### config.mk
export PLATFORM = sky130hd
export DESIGN_NAME = simplerisc_interlock_unit
export DESIGN_NICKNAME = d
export VERILOG_FILES = /design/src/rtl/simplerisc_interlock_unit.sv
export SDC_FILE = /design/constraint.sdc
export NUM_CORES = 1
export LEC_CHECK = 0
export CAP_MARGIN = 20
export CORE_ASPECT_RATIO = 1.2
export CORE_MARGIN = 8
export CORE_UTILIZATION = 32
export CTS_CLUSTER_DIAMETER = 80
export CTS_CLUSTER_SIZE = 16
export DETAILED_ROUTE_END_ITERATION = 12
export GPL_TIMING_DRIVEN = 0
export HOLD_SLACK_MARGIN = 0.15
export PLACE_DENSITY = 0.85
export SYNTH_ARGS = -nofsm -noshare
export SYNTH_HDL_FRONTEND = slang
export SYNTH_SLANG_ARGS = --single-unit
export TNS_END_PERCENT = 100
### constraint.sdc
create_clock -name clk -period 2.2 [get_ports clk]
set_clock_uncertainty 0.15 [all_clocks]
set_input_delay 0.22 -clock clk [delete_from_list [all_inputs] [get_ports clk]]
set_output_delay 0.22 -clock clk [all_outputs]
set_load 0.05 [all_outputs]
### src/rtl/simplerisc_interlock_unit.sv
// SimpleRISC interlock: load-use stall, branch flush, multi-cycle EX hold.
// Build macro SIMPLERISC_MULTICYCLE_ALU_EN enables the mul/div/mod FSM.
module simplerisc_interlock_unit #(
  parameter int MUL_LAT = 3,
  parameter int DIV_LAT = 8
) (
  input  logic        clk,
  input  logic        rst,
  input  logic [31:0] instruction_of,
  input  logic [31:0] instruction_e,
  input  logic        branch_taken_e,
  output logic        stall_if,
  output logic        stall_of,
  output logic        bubble_e,
  output logic        stall_e,
  output logic        bubble_m,
  output logic        flush_of,
  output logic [15:0] stall_cycles
);

  localparam logic [4:0] OP_MUL  = 5'b00010;
  localparam logic [4:0] OP_DIV  = 5'b00011;
  localparam logic [4:0] OP_MOD  = 5'b00100;
  localparam logic [4:0] OP_NOT  = 5'b01000;
  localparam logic [4:0] OP_MOV  = 5'b01001;
  localparam logic [4:0] OP_NOP  = 5'b01101;
  localparam logic [4:0] OP_LD   = 5'b01110;
  localparam logic [4:0] OP_B    = 5'b10010;
  localparam logic [4:0] OP_CALL = 5'b10011;
  localparam logic [4:0] OP_RET  = 5'b10100;

  logic [4:0] op_of;
  logic [4:0] op_e;
  logic       imm_of;
  logic [3:0] rs1_of;
  logic [3:0] rs2_of;
  logic [3:0] rd_e;
  logic       rs1_used;
  logic       rs2_used;
  logic       ret_of;
  logic       load_use;
  logic       lu;
  logic       mc_stall;

  assign op_of  = instruction_of[31:27];
  assign imm_of = instruction_of[26];
  assign rs1_of = instruction_of[21:18];
  assign rs2_of = instruction_of[17:14];
  assign op_e   = instruction_e[31:27];
  assign rd_e   = instruction_e[25:22];

  assign rs1_used = !(op_of inside {OP_NOT, OP_MOV, OP_NOP,
                                    OP_B, OP_CALL, OP_RET});
  assign rs2_used = !imm_of && (op_of <= 5'b01100) &&
                    !(op_of inside {OP_NOT, OP_MOV});
  assign ret_of   = (op_of == OP_RET);

  // st's data register is excluded because it is never decoded as rs1/rs2.
  assign load_use = (op_e == OP_LD) &&
                    ((rs1_used && rs1_of == rd_e) ||
                     (rs2_used && rs2_of == rd_e) ||
                     (ret_of && rd_e == 4'd15));

  assign lu       = load_use && !branch_taken_e && !rst;
  assign flush_of = branch_taken_e && !rst;
  assign stall_if = lu || mc_stall;
  assign stall_of = lu || mc_stall;
  assign bubble_e = lu;
  assign stall_e  = mc_stall;
  assign bubble_m = mc_stall;

`ifdef SIMPLERISC_MULTICYCLE_ALU_EN
  localparam logic [1:0] IDLE    = 2'd0;
  localparam logic [1:0] MC_BUSY = 2'd1;
  localparam logic [1:0] MC_DONE = 2'd2;

  logic [1:0]  state;
  logic [1:0]  state_n;
  logic [15:0] cnt;
  logic [15:0] cnt_n;
  logic [15:0] lat;
  logic        mc_op;
  logic        fsm_stall;

  assign mc_op = op_e inside {OP_MUL, OP_DIV, OP_MOD};
  assign lat   = (op_e == OP_MUL) ? 16'(MUL_LAT) : 16'(DIV_LAT);

  // The detecting IDLE cycle is the first stall cycle, so BUSY lasts LAT-2.
  always_comb begin
    state_n   = state;
    cnt_n     = cnt;
    fsm_stall = 1'b0;
    unique case (state)
      IDLE: begin
        if (mc_op && lat > 16'd1) begin
          fsm_stall = 1'b1;
          cnt_n     = lat - 16'd2;
          state_n   = (lat == 16'd2) ? MC_DONE : MC_BUSY;
        end
      end
      MC_BUSY: begin
        fsm_stall = 1'b1;
        cnt_n     = cnt - 16'd1;
        if (cnt_n == 16'd0) state_n = MC_DONE;
      end
      MC_DONE: state_n = IDLE;
      default: state_n = IDLE;
    endcase
  end

  always_ff @(posedge clk or posedge rst) begin
    if (rst) begin
      state <= IDLE;
      cnt   <= '0;
    end else begin
      state <= state_n;
      cnt   <= cnt_n;
    end
  end

  assign mc_stall = fsm_stall && !rst;

  logic unused_bits;
  assign unused_bits = ^{instruction_of[25:22], instruction_of[13:0],
                         instruction_e[26], instruction_e[21:0]};
`else
  assign mc_stall = 1'b0;

  logic unused_bits;
  assign unused_bits = ^{instruction_of[25:22], instruction_of[13:0],
                         instruction_e[26], instruction_e[21:0],
                         MUL_LAT[0], DIV_LAT[0], OP_MUL, OP_DIV, OP_MOD};
`endif

  always_ff @(posedge clk or posedge rst) begin
    if (rst) begin
      stall_cycles <= '0;
    end else if (stall_if && stall_cycles != 16'hFFFF) begin
      stall_cycles <= stall_cycles + 16'd1;
    end
  end

endmodule

Word-level counts from Yosys, hierarchy flattened:

Cells that the tools add are included.

* flip-flop bits (word level): 16
* output and inout port bits: 22
* logic and storage cells: 33

* add/sub/neg operators: 1
* order comparisons: 1
* equal/unequal tests: 11
* reduce and logical (&&, ||, !) cells: 19

Operator list (count)
* equality test 5 x 4 -> 1 bit (second input constant): 4
* adder 16 x 1 -> 16 bit (second input constant): 1
* != test 16 bit (second input constant): 1
* equality test 5 bit (second input constant): 3
* logical AND 1 bit: 10
* equality test 4 bit: 2
* nonzero test 6 bit: 1
* less-or-equal comparator 5 x 4 -> 1 bit (second input constant): 1
* logical NOT 1 bit: 5
* equality test 4 bit (second input constant): 1
* logical OR 1 bit: 2
* nonzero test 2 bit: 1

Longest topological paths before layout:

Gate-level depths: netlist of run 1.

* word-level depth: 11
* mapped depth: 8

Worst setup path after synthesis of run 1:

OpenSTA, ideal clock, no wires.

* kind: input port to output port
* start: in instruction_of[28]
* end: out stall_if
* arrival: 2.026 ns
* data required time: 1.830 ns
* slack: -0.196 ns
* cell stages on the path: 8
* buffers on the path: 3
* cells stage by stage: or3b_1 a21oi_1 nor3_1 or3_1 buf_2 buf_2 and2_1 buf_4

* word-level cells in the longest chain between the ends: 10

RTL lines
* start: declaration: line 9 `input logic [31:0] instruction_of,`
* branches (longest 6 deep; another with less-or-equal comparator 5 x 4 -> 1 bit)
* logical OR 1 bit (*): line 61 `(rs2_used && rs2_of == rd_e) ||`
* logical AND 1 bit (*): line 59 `assign load_use = (op_e == OP_LD) &&`
* logical AND 1 bit (*) (2 in series): line 64 `assign lu = load_use && !branch_taken_e && !rst;`
* end: declaration: line 12 `output logic stall_if,`

Every way passes the cells marked *.

Worst setup path after layout of run 1:

* start: in instruction_of[31]
* end: out stall_if

Same word-level chain as after synthesis.

==> impl_metrics.tcl, run 1 <==
set metrics [dict create \
    tns_ns 0 \
    fmax_ghz 0.4763 \
    ant_nets 0 \
    dieArea_um2 5487 \
    setup.worst_path.class "in -> out" \
    cts_sinks 16 \
    start_util 0.3284 \
    ys_ff_latch 16 \
    n_fill_cell 328 \
    netlist.area_leader.share 0.3717 \
    grt_use_total 0.1144 \
    wirelength_um 2846 \
    clock_latency_ns 0.25 \
    regArea_um2 404.1 \
    nets 237 \
    final_util 0.5198 \
    synth_area_um2 1077 \
    grt_overflow 0 \
    die_w_um 68.97 \
    grt_pass1_vias 1174 \
    synth_warnings 0 \
    routabilityCongestion 0.8649 \
    placementRows 23 \
    yosysSeqAreaShare 0.3717 \
    path_clk_slew_ns 0.06 \
    slew_viol_final 0 \
    worst_slew_pin_slew_ns 0.6108 \
    p_per_area_nw_per_um2 392.9 \
    wl_met2_um 1375 \
    yosys.area.top_type "dfrtp_1" \
    synthToLayoutAreaGrowth_pct 58.30 \
    cp.required_ns 1.83 \
    start_kind "input pin" \
    place_ws_ns -1.201 \
    period_needed_ns 2.099 \
    firstDrtPassIters 4 \
    wl_per_cell_um 13.88 \
    synthesis.instances 115 \
    grt_pass1_wl_um 5016 \
    finalSetupViolCount 0 \
    synth.distinct_cells 32 \
    antenna_found_initial 0 \
    regMostFlops "stall_cycles" \
    via_per_inst 5.093 \
    cts_root_buf "clkbuf_8" \
    wl_met1_um 1146 \
    dr.max_layer_used "met4" \
    layout_setup_ws_ns 0.1007 \
    htreeDepth 1 \
    hold_buffers 0 \
    tritoncts "built" \
    largest_register_ffs 16 \
    diodes 0 \
    status "finished clean" \
    initialDrtViolationCount 33 \
    wl_met3_um 281 \
    dp_hpwl_um 2295 \
    portBuffers 45 \
    post-route-period-util 0.9542 \
    clockBufferDepth 2 \
    drc 0 \
    max_slew_margin 0.5924 \
    hold_violations 0 \
    crit_path_end_kind "output pin" \
    multi_input_area_um2 663.1 \
    drive_above_1_share 0.2024 \
    p_leak_uw 0.0007111 \
    worstHoldPathType "in -> async" \
    final_cell_area_um2 1705 \
    path_max_fanout 3 \
    cts_buffers 3 \
    grt_start_max_net_pins 17 \
    reg_top3 "stall_cycles (16)" \
    vdd_drop_max_mv 0.2310 \
    cp_data_arrival_time_ns 1.73 \
    via_count 1044 \
    netlist_top_cells_area "dfrtp_1 (37%), xnor2_1 (15%), nand4_1 (5.8%)" \
    core-area_um2 3281 \
    syn-mean-instance-area_um2 9.368 \
    hold_ws_ns 0.2690 \
    fp.dieH_um 79.56 \
    boundaryPins 89 \
    rsz0062_at_grt "false" \
    r2r_cells 6 \
    placed_area_um2 1584 \
    maxCapViolations 0 \
]
==> Yosys cell counts (all sizes together) <==
master and n:
a21oi 3, and2 3, and3 5, and4 1
and4b 1, buf 6, clkbuf 1, conb 1
dfrtp 16, ha 1, inv 2, mux2 2
nand2 7, nand3 11, nand3b 2, nand4 10
nand4b 1, nand4bb 1, nor2 5, nor2b 1
nor3 4, nor4 2, nor4b 2, o211ai 1
or2 1, or3 1, or3b 2, xnor2 18
xor2 4
==> layout make-up <==
type	instances	share of cell area
Tap cell	37	0.02715
Multi-Input combinational cell	91	0.3888
Sequential cell	16	0.2370
Buffer	4	0.02201
Timing Repair Buffer	51	0.2883
Clock buffer	4	0.03228
Inverter	2	0.004402
==> per-stage QoR <==
step           total power (uW)  std cells
2_1_floorplan             350.3        116
3_3_place_gp              411.2        198
3_5_place_dp              414.0        198
4_1_cts                   678.2        205
5_1_grt                   693.7        205
6_report                  670.1        205
==> final timing paths <==
check,to,from,slack (ns)
worst min-delay path,stall_cycles[7],rst,0.27
worst min register to register,stall_cycles[15],stall_cycles[15],0.34
min in group clk,stall_cycles[15],stall_cycles[15],0.34
worst max register to register,stall_cycles[1],stall_cycles[4],0.19
max in group asynchronous,stall_cycles[4],rst,1.20
worst max-delay path,stall_if,instruction_of[31],0.10
==> routing by layer <==
| layer | track usage | vias up |
|---|---|---|
| met1 | 0.1327 | 477 |
| li1 | - | 513 |
| met5 | 0 | - |
| met2 | 0.1828 | 49 |
| met4 | 0.05030 | 0 |
| met3 | 0.03933 | 5 |
==> power breakdown <==
group          leakage [uW]  internal (uW)  switching [uW]
sequential         0.000219            295           0.955
clock             0.0000288            159             100
combinational      0.000464           61.7            53.5
total              0.000711            516             154
==> cells in the final DEF (no fill, tap or decap), types with 2 or more instances in the layout <==
| cell | instances |
|---|---|
| a21oi_1 | 2 |
| and2_1 | 2 |
| and3_1 | 5 |
| buf_4 | 9 |
| buf_6 | 4 |
| buf_8 | 3 |
| clkbuf_8 | 4 |
| clkdlybuf4s50_1 | 24 |
| conb_1 | 2 |
| dfrtp_1 | 13 |
| dfrtp_2 | 3 |
| dlygate4sd2_1 | 13 |
| inv_1 | 2 |
| nand2_1 | 7 |
| nand3_1 | 11 |
| nand3b_1 | 2 |
| nand4_1 | 10 |
| nor2_1 | 5 |
| nor3_1 | 3 |
| nor4_1 | 2 |
| xnor2_1 | 18 |
| xor2_1 | 4 |
==> worst max-delay path: stages <==
cell and delay (ns):
buf_8 0.09, or3b_4 0.39, a21oi_4 0.16, nor3_2 0.05, or3_4 0.39, and2_4 0.17
buf_6 0.11, buf_8 0.14
==> cell families after synthesis <==
family,Yosys count,synth area share
AO/OA/AOI/OAI,4,0.02090
multiplexers,2,0.02439
AND/OR/NAND/NOR,60,0.3415
flip-flops,16,0.3717
buffers and inverters,9,0.04762
other,1,0.003481
adder cells (fa/ha/maj),1,0.01161
XOR/XNOR,22,0.1789
==> what timing repair did <==
| action | 4_1_cts | 5_1_grt |
|---|---|---|
| setup buffers | 4 | 2 |
| endpoints found under the setup margin | 14 | 3 |
| resized for setup | 68 | 6 |
| pin swaps | 15 | 3 |
Note: power is estimated with default switching activity, not from simulation.
==> run 2: changes to the inputs <==
==> constraint.sdc (replaced) <==
create_clock -name clk -period 2.23 [get_ports clk]
set_clock_uncertainty 0.15 [all_clocks]
set_input_delay 0.223 -clock clk [delete_from_list [all_inputs] [get_ports clk]]
set_output_delay 0.223 -clock clk [all_outputs]
set_load 0.05 [all_outputs]
==> run 2 against run 1 <==
Non-clock buffer count is 3 lower; combinational power hardly changed; critical endpoint unchanged; cell area is 2.1% lower; largest cell class unchanged.
==> impl_metrics.tcl, run 2 (synthesized netlist as in run 1, its figures left out) <==
set metrics [dict create \
    rsz0062_at_grt "false" \
    vdd_drop_max_mv 0.2350 \
    intPower_uw 506.6 \
    period_needed_ns 2.113 \
    p_leak_uw 0.0006917 \
    core-area_um2 3281 \
    tritoncts "built" \
    synthToLayoutAreaGrowth_pct 55.05 \
    firstDrtPassIters 4 \
    endpoint "stall_if" \
    antenna_found_initial 0 \
    reg_top3 "stall_cycles (16)" \
    cp_data_arrival_time_ns 1.74 \
    diodes 0 \
    hold_buffers 0 \
    path_clk_slew_ns 0.06 \
    grt_use_total 0.1224 \
    slew_viol_final 0 \
    grt_start_max_net_pins 17 \
    boundaryPins 89 \
    n_fill_cell 315 \
    post-route-period-util 0.9473 \
    clockBufferDepth 2 \
    routabilityCongestion 0.8605 \
    regMostFlops "stall_cycles" \
    via_per_inst 5.282 \
    htreeDepth 1 \
    worstHoldPathType "in -> async" \
    wl_met1_um 1149 \
    die_w_um 68.97 \
    start_kind "input pin" \
    via_count 1067 \
    cp_cell_sequence "clkdlybuf4s50_1 -> nor4b_2 -> and4b_2 -> and2_4 -> buf_6 -> buf_8" \
    final_common_cell "clkdlybuf4s50_1" \
    cts_root_buf "clkbuf_8" \
    dieArea_um2 5487 \
    power_frac_clock 0.390 \
    wl_met2_um 1456 \
    fmax_ghz 0.4734 \
    dp_hpwl_um 2356 \
    initialDrtViolationCount 24 \
    drc 0 \
    rr_endpoint "stall_cycles[1]" \
    final_cell_area_um2 1670 \
    status "finished clean" \
    ant_nets 0 \
    placementRows 23 \
    fp.dieH_um 79.56 \
    p_per_area_nw_per_um2 396.2 \
    wirelength_um 2998 \
    placed_area_um2 1580 \
    dr.max_layer_used "met4" \
    cp.required_ns 1.86 \
    switchingPower_uw 155.3 \
    p_total_uw 661.8 \
    wl_met3_um 326 \
    clock_latency_ns 0.25 \
    setup.worst_path.class "in -> out" \
    maxCapViolations 0 \
    r2r_cells 6 \
    cts_buffers 3 \
    drive_above_1_share 0.1697 \
    portBuffers 45 \
    pwr-share-comb 0.169 \
    final_util 0.5092 \
    max_slew_margin 0.5809 \
    grt_pass1_vias 1193 \
    cp-startpoint "branch_taken_e" \
    grt_pass1_wl_um 5299 \
    seqPwrFrac 0.441 \
    reg2reg_from "stall_cycles[4]" \
    crit_path_end_kind "output pin" \
    netSwitchingFraction 0.2346 \
    nets 234 \
    grt_overflow 0 \
    hold_violations 0 \
    max_stage_delay_ns 0.43 \
    cp_slowest_cell "clkdlybuf4s50_1" \
    worst-r2r-setup-slack_ns 0.17 \
    wl_per_cell_um 14.84 \
    worst_slew_pin_slew_ns 0.6280 \
    largest_register_ffs 16 \
    start_util 0.3284 \
    cts_sinks 16 \
    finalSetupViolCount 0 \
    path_max_fanout 7 \
    layout_common_cells "clkdlybuf4s50_1 (28), xnor2_1 (18), dfrtp_1 (16)" \
]
run 2: cell types whose count changed in the layout (fill, tap and decap cells not counted):
cell,change
nor3_2,-1
nor4_2,+1
nor4_1,-1
a21oi_2,+1
dfrtp_1,+3
dfrtp_2,-3
a21oi_4,-1
nor3_1,+1
clkbuf_4,-1
clkdlybuf4s50_1,+4
dlygate4sd2_1,-4
buf_4,-1
buf_8,-1
run 2: critical path, delay by kind of cell:
kind / cells / cell delay, ns
buffers and inverters: 3 / 0.65
and+or+nand+nor: 3 / 0.86
run 2: cell type report:
type                            instances  area (um2)  area share
Multi-Input combinational cell         91       656.9      0.3933
Timing Repair Buffer                   48       466.7      0.2794
Sequential cell                        16       400.4      0.2397
Clock buffer                            4       55.05     0.03296
Tap cell                               37       46.29     0.02772
Buffer                                  4       37.54     0.02247
Inverter                                2       7.507    0.004494
run 2: power groups by stage:
stage,combinational (uW),sequential (uW),clock [uW]
floorplan,45.8,300,0
CTS,113,292,266
detailed placement,112,297,0
global route,120,292,286
finish,112,292,258
global placement,109,297,0
run 2: worst min-delay path by stage:
| stage | cells after the start | start | slack (ns) | end |
|---|---|---|---|---|
| 3_3_place_gp | 1 | stall_cycles[15] | 0.33 | stall_cycles[15] |
| 3_5_place_dp | 1 | stall_cycles[5] | 0.33 | stall_cycles[5] |
| 4_1_cts | 2 | rst | 0.30 | stall_cycles[3] |
| 5_1_grt | 2 | rst | 0.35 | stall_cycles[5] |
| 2_1_floorplan | 1 | rst | -0.01 | stall_cycles[0] |
| 6_report | 2 | rst | 0.29 | stall_cycles[5] |
run 2: through the flow:
step           TNS, ns  instances  worst slack (ns)  hold slack [ns]
2_1_floorplan        0        116          0.009919         -0.01326
3_3_place_gp    -7.151        198            -1.166           0.3341
3_5_place_dp    -7.694        198            -1.191           0.3340
4_1_cts              0        204         0.0009573           0.3048
5_1_grt              0        202           0.01272           0.3491
6_report             0        202            0.1174           0.2852
run 2: layer usage:
layer	up-vias	track usage
li1	508	-
met1	500	0.1325
met2	55	0.1976
met3	4	0.05197
met4	0	0.05835
met5	-	0
run 2: repair_timing:
item,CTS,global route
setup endpoints to repair,14,3
pin swaps,12,3
setup buffers,3,0
gates resized for setup,61,6
